### src/rtl/rs_pkg.sv
// Shared types for the reservation-station scheduler.
// Latency: n/a (types and constants only).
// Backpressure: n/a.
package rs_pkg;

  // Scheduler FSM: IDLE looks for a ready entry, ISSUE holds a grant for the FU.
  typedef enum logic {
    IDLE  = 1'b0,
    ISSUE = 1'b1
  } sched_state_t;

  localparam int NUM_RS_DEFAULT = 4;

endpackage

### src/rtl/rr_arbiter.sv
// Round-robin arbiter: one-hot grant to the first request at or after ptr, circularly.
// Latency: purely combinational, zero cycles.
// Backpressure: none; grant is all-zero when req is all-zero.
//
// Ports:
//   req   in  N      request vector
//   ptr   in  IDX_W  highest-priority index this cycle
//   grant out N      one-hot grant (or zero)
module rr_arbiter #(
  parameter int N     = 4,
  parameter int IDX_W = $clog2(N)
) (
  input  logic [N-1:0]     req,
  input  logic [IDX_W-1:0] ptr,
  output logic [N-1:0]     grant
);

  logic [IDX_W-1:0] idx;
  logic             found;

  // Walk N positions starting at ptr; the modulo makes the scan wrap N-1 -> 0.
  always_comb begin
    grant = '0;
    found = 1'b0;
    idx   = '0;
    for (int k = 0; k < N; k++) begin
      idx = IDX_W'((int'(ptr) + k) % N);
      if (!found && req[idx]) begin
        grant[idx] = 1'b1;
        found      = 1'b1;
      end
    end
  end

endmodule

### src/rtl/rs_sched.sv
// Allocation and issue controller for NUM_RS reservation-station entries sharing one FU.
// Latency: alloc is same-cycle; dispatch-to-issue_valid is 2 cycles; one grant per 2 cycles max.
// Backpressure: disp_ready drops when full or flushing; grant is held until fu_ready.
//
// Ports:
//   clk, rst (async, active-high), flush (sync kill of all entries)
//   disp_valid/disp_ready, alloc        : dispatch handshake and one-hot capture strobe
//   slot_ready                          : per-entry operands-resolved
//   issue_valid, issue_grant, issue_slot: registered grant presented to the FU
//   fu_ready, issue_release             : FU accept and one-hot entry-clear pulse
//   occupancy, rs_full, rs_empty        : busy-entry count and its limits
module rs_sched
  import rs_pkg::*;
#(
  parameter int NUM_RS = NUM_RS_DEFAULT,
  parameter int CNT_W  = $clog2(NUM_RS + 1)
) (
  input  logic                       clk,
  input  logic                       rst,
  input  logic                       flush,
  input  logic                       disp_valid,
  output logic                       disp_ready,
  output logic [NUM_RS-1:0]          alloc,
  input  logic [NUM_RS-1:0]          slot_ready,
  output logic                       issue_valid,
  output logic [NUM_RS-1:0]          issue_grant,
  output logic [$clog2(NUM_RS)-1:0]  issue_slot,
  input  logic                       fu_ready,
  output logic [NUM_RS-1:0]          issue_release,
  output logic [CNT_W-1:0]           occupancy,
  output logic                       rs_full,
  output logic                       rs_empty
);

  localparam int IDX_W = $clog2(NUM_RS);

  sched_state_t      state_q;
  logic [NUM_RS-1:0] busy_q, busy_d;
  logic [NUM_RS-1:0] grant_q;
  logic [NUM_RS-1:0] free_first, cand, arb_grant;
  logic [IDX_W-1:0]  rr_ptr_q, rr_ptr_d, slot;
  logic [CNT_W-1:0]  cnt_q, cnt_d;
  logic              free_found, alloc_any, rel_any;

  // Lowest-index free entry.
  always_comb begin
    free_first = '0;
    free_found = 1'b0;
    for (int i = 0; i < NUM_RS; i++) begin
      if (!busy_q[i] && !free_found) begin
        free_first[i] = 1'b1;
        free_found    = 1'b1;
      end
    end
  end

  // rst gating keeps disp_ready low for the whole reset pulse, not just after the edge.
  assign disp_ready = ~rst & ~flush & ~(&busy_q);
  assign alloc_any  = disp_valid & disp_ready;
  assign alloc      = alloc_any ? free_first : '0;

  // Only busy entries may compete; slot_ready on a free entry is stale.
  assign cand = busy_q & slot_ready;

  rr_arbiter #(
    .N     (NUM_RS),
    .IDX_W (IDX_W)
  ) u_rr_arbiter (
    .req   (cand),
    .ptr   (rr_ptr_q),
    .grant (arb_grant)
  );

  // Binary index of the held grant.
  always_comb begin
    slot = '0;
    for (int i = 0; i < NUM_RS; i++) begin
      if (grant_q[i]) slot = slot | IDX_W'(i);
    end
  end

  // Flush masks the presented grant so the FU never consumes a killed op.
  assign issue_valid   = (state_q == ISSUE) & ~flush;
  assign issue_grant   = grant_q;
  assign issue_slot    = slot;
  assign rel_any       = issue_valid & fu_ready;
  assign issue_release = rel_any ? grant_q : '0;

  // Alloc uses busy_q, so a releasing entry is still busy and cannot be re-picked this cycle.
  always_comb begin
    busy_d   = flush ? '0 : ((busy_q | alloc) & ~issue_release);
    cnt_d    = flush ? '0 : (cnt_q + CNT_W'(alloc_any) - CNT_W'(rel_any));
    rr_ptr_d = rr_ptr_q;
    if (rel_any) begin
      rr_ptr_d = (slot == IDX_W'(NUM_RS - 1)) ? '0 : slot + IDX_W'(1);
    end
  end

  always_ff @(posedge clk or posedge rst) begin
    if (rst) begin
      state_q  <= IDLE;
      grant_q  <= '0;
      busy_q   <= '0;
      rr_ptr_q <= '0;
      cnt_q    <= '0;
    end else begin
      busy_q   <= busy_d;
      cnt_q    <= cnt_d;
      rr_ptr_q <= rr_ptr_d;
      if (flush) begin
        state_q <= IDLE;
        grant_q <= '0;
      end else begin
        case (state_q)
          IDLE: begin
            if (|cand) begin
              grant_q <= arb_grant;
              state_q <= ISSUE;
            end
          end
          ISSUE: begin
            if (fu_ready) begin
              grant_q <= '0;
              state_q <= IDLE;
            end
          end
          default: begin
            grant_q <= '0;
            state_q <= IDLE;
          end
        endcase
      end
    end
  end

  assign occupancy = cnt_q;
  assign rs_full   = (cnt_q == CNT_W'(NUM_RS));
  assign rs_empty  = (cnt_q == '0);

endmodule

### config.mk
export PLATFORM = sky130hd
export DESIGN_NAME = rs_sched
export DESIGN_NICKNAME = d
export VERILOG_FILES = /design/src/rtl/rs_pkg.sv /design/src/rtl/rr_arbiter.sv /design/src/rtl/rs_sched.sv
export SDC_FILE = /design/constraint.sdc
export NUM_CORES = 1
export LEC_CHECK = 0
export ABC_AREA = 1
export CORE_MARGIN = 3
export CORE_UTILIZATION = 30
export CTS_BUF_LIST = sky130_fd_sc_hd__clkbuf_16
export DETAILED_ROUTE_END_ITERATION = 8
export SYNTH_ARGS = -nofsm -noshare
export SYNTH_HDL_FRONTEND = slang
export SYNTH_SLANG_ARGS = --single-unit
export TNS_END_PERCENT = 1
### constraint.sdc
create_clock -name clk -period 5.5 [get_ports clk]
set_input_delay 0.825 -clock clk [delete_from_list [all_inputs] [get_ports clk]]
set_output_delay 0.825 -clock clk [all_outputs]
set_load 0.02 [all_outputs]
==> reports/metrics.yaml <==
slew_headroom: 0.615
io_buffers: 29
final_cell_mix: "nand2_1, nand3_1, clkdlybuf4s50_1"
num_vias: 1135
rsz0062_at_grt: "false"
critPathKind: "input pin to primary output"
p_leak_nw: 0.761
fin_skew_ps: 2.96
reg2reg_depth: 9
dieArea_um2: 4710
overflow: 0
finalCriticalPeriod_ps: 3760
min_to: "issue_grant[0]$_DFFE_PP0P_"
cts_resized: 0
setup_viol: 0
fp-row-count: 22
fmax_mhz: 266
fp.dieH_um: 68.6
syn_inst: 166
clock_path_buffers: 2
antenna_found_initial: 0
dpl_worst_slack_ps: 1720
syn-num-nets: 186
post_cts_buffers: 0
reg2reg_to: "occupancy[2]$_DFF_PP0_"
htreeDepth: 1
seq_area_frac_synth: 0.298
tightestPinTransition_ps: 577
power_density_nw_per_um2: 289
worst_ep_arrival_time_ps: 2930
yosys_most_used_dff: "dfrtp_1"
r2r-start: "busy_q[1]$_DFF_PP0_"
cp-start-kind: "input pin"
final_common_cell: "nand2_1"
cap_viol_max_count: 0
grt_start_max_net_pins: 16
routedWlPerCell_um: 11.6
status: "finished, final reports clean"
syn_area_per_cell_um2: 7.09
drive_above_1_share: 0.117
viasPerCell: 4.63
power_mw: 0.462
route.detailed.drc: 0
clock-root-buffer: "clkbuf_16"
grt_pass1_vias: 1070
boundaryPins: 30
hold_path_startpoint: "issue_grant[0]$_DFFE_PP0P_"
start_util: 0.317
numCtsBuffers: 3
die_w_um: 68.6
hold_violations: 0
finalCoreUtilization: 0.430
critPathCaptureType: "primary output"
grt_usage: 0.133
hold-path-cell-count: 2
synth_edf_count: 0
dpl.hpwl_mm: 2.25
drt_iter0_markers: 47
cts.sinks: 14
fin_ws_ps: 1740
grt_pass1_wl_mm: 4.71
gp_congestion: 0.766
ys_warn_count: 0
ys_ff_latch: 14
synth_cell_types: 26
ir_worst_vdd_uv: 194
drtAntennaViolNets: 0
fin_setup_tns_ps: 0
fin_crit_sh: 0.683
worstSkewPairLatency_ps: 240
path_clk_slew_ps: 50
synth_area_um2: 1180
n_antenna_cell: 0
first_pass_iters: 4
routed_wl_mm: 2.84
cts_tree: "built"
rrSetupSlack_ps: 3480
worstPathRequired_ps: 4680
synthArstFlopShare: 1.00
slew_viol_final: 0
crit_fanout: 15
core_um2: 3720
area_delta_synth_final_pct: 35.6
hold_class: "register to register"
nets: 218
hold_buffers: 0
## flip-flops by register name, indices dropped and copies added, names as in the netlist
signal	cells
occupancy	3
state_q	1
rr_ptr_q	2
busy_q	4
issue_grant	4
## synth_stat cells, drive strengths merged, types with 2 or more instances
library cell / number / share of area
buf: 2 / 0.0085
nor3: 2 / 0.018
o21a: 2 / 0.013
nand3: 33 / 0.15
dfrtp: 14 / 0.30
a21oi: 3 / 0.013
nand4: 3 / 0.021
o21ai: 5 / 0.021
inv: 23 / 0.073
ha: 10 / 0.11
nand2: 44 / 0.15
nor2: 20 / 0.086
## worst max-delay path by stage
| stage | from | endpoint | depth (start not counted) |
|---|---|---|---|
| after floorplan | rst | alloc[1] | 5 |
| after global placement | rst | alloc[2] | 7 |
| after detailed placement | rst | alloc[2] | 7 |
| after CTS | rst | alloc[2] | 7 |
| after global routing | rst | alloc[2] | 7 |
| final | rst | alloc[3] | 7 |
## layout make-up
class,instances,area [um^2]
fill,398,2120
clock inverter,1,3.75
clock buffer,3,75.1
sequential,14,350
multi-input combinational,126,727
timing repair buffer,29,290
inverter,24,90.1
tap,48,60.1
## critical path: stages
cell	delay, ps
clkdlybuf4s50_1	420
inv_1	440
nand4_2	230
nor2_2	200
nand3_1	130
inv_2	80
clkdlybuf4s50_1	600
## power by group
group          switching [mW]  internal [mW]
combinational           0.121         0.0720
clock                  0.0408         0.0960
sequential             0.0199          0.112
## per-layer routing
metal | track usage | wire length, um | vias up
li1 | - | - | 601
met3 | 0.0276 | 129 | 4
met1 | 0.183 | 1420 | 507
met5 | 0 | 0 | -
met4 | 0.0447 | 31 | 0
met2 | 0.206 | 1260 | 23
## logic make-up after synthesis
logic type      after synthesis  synth area share
compound gates               11            0.0531
xor+xnor                      1           0.00744
fa+ha+maj                    11             0.123
buf+inv                      26            0.0850
flops                        14             0.298
simple gates                103             0.434
## metrics by stage
stage | cells | instance area, um^2 | hold slack, ps
finish | 245 | 1600 | 512
global route | 245 | 1600 | 602
CTS | 245 | 1600 | 518
detailed placement | 241 | 1520 | 495
global placement | 241 | 1520 | 510
floorplan | 166 | 1180 | 546
Power figures use the tool's default switching activity.
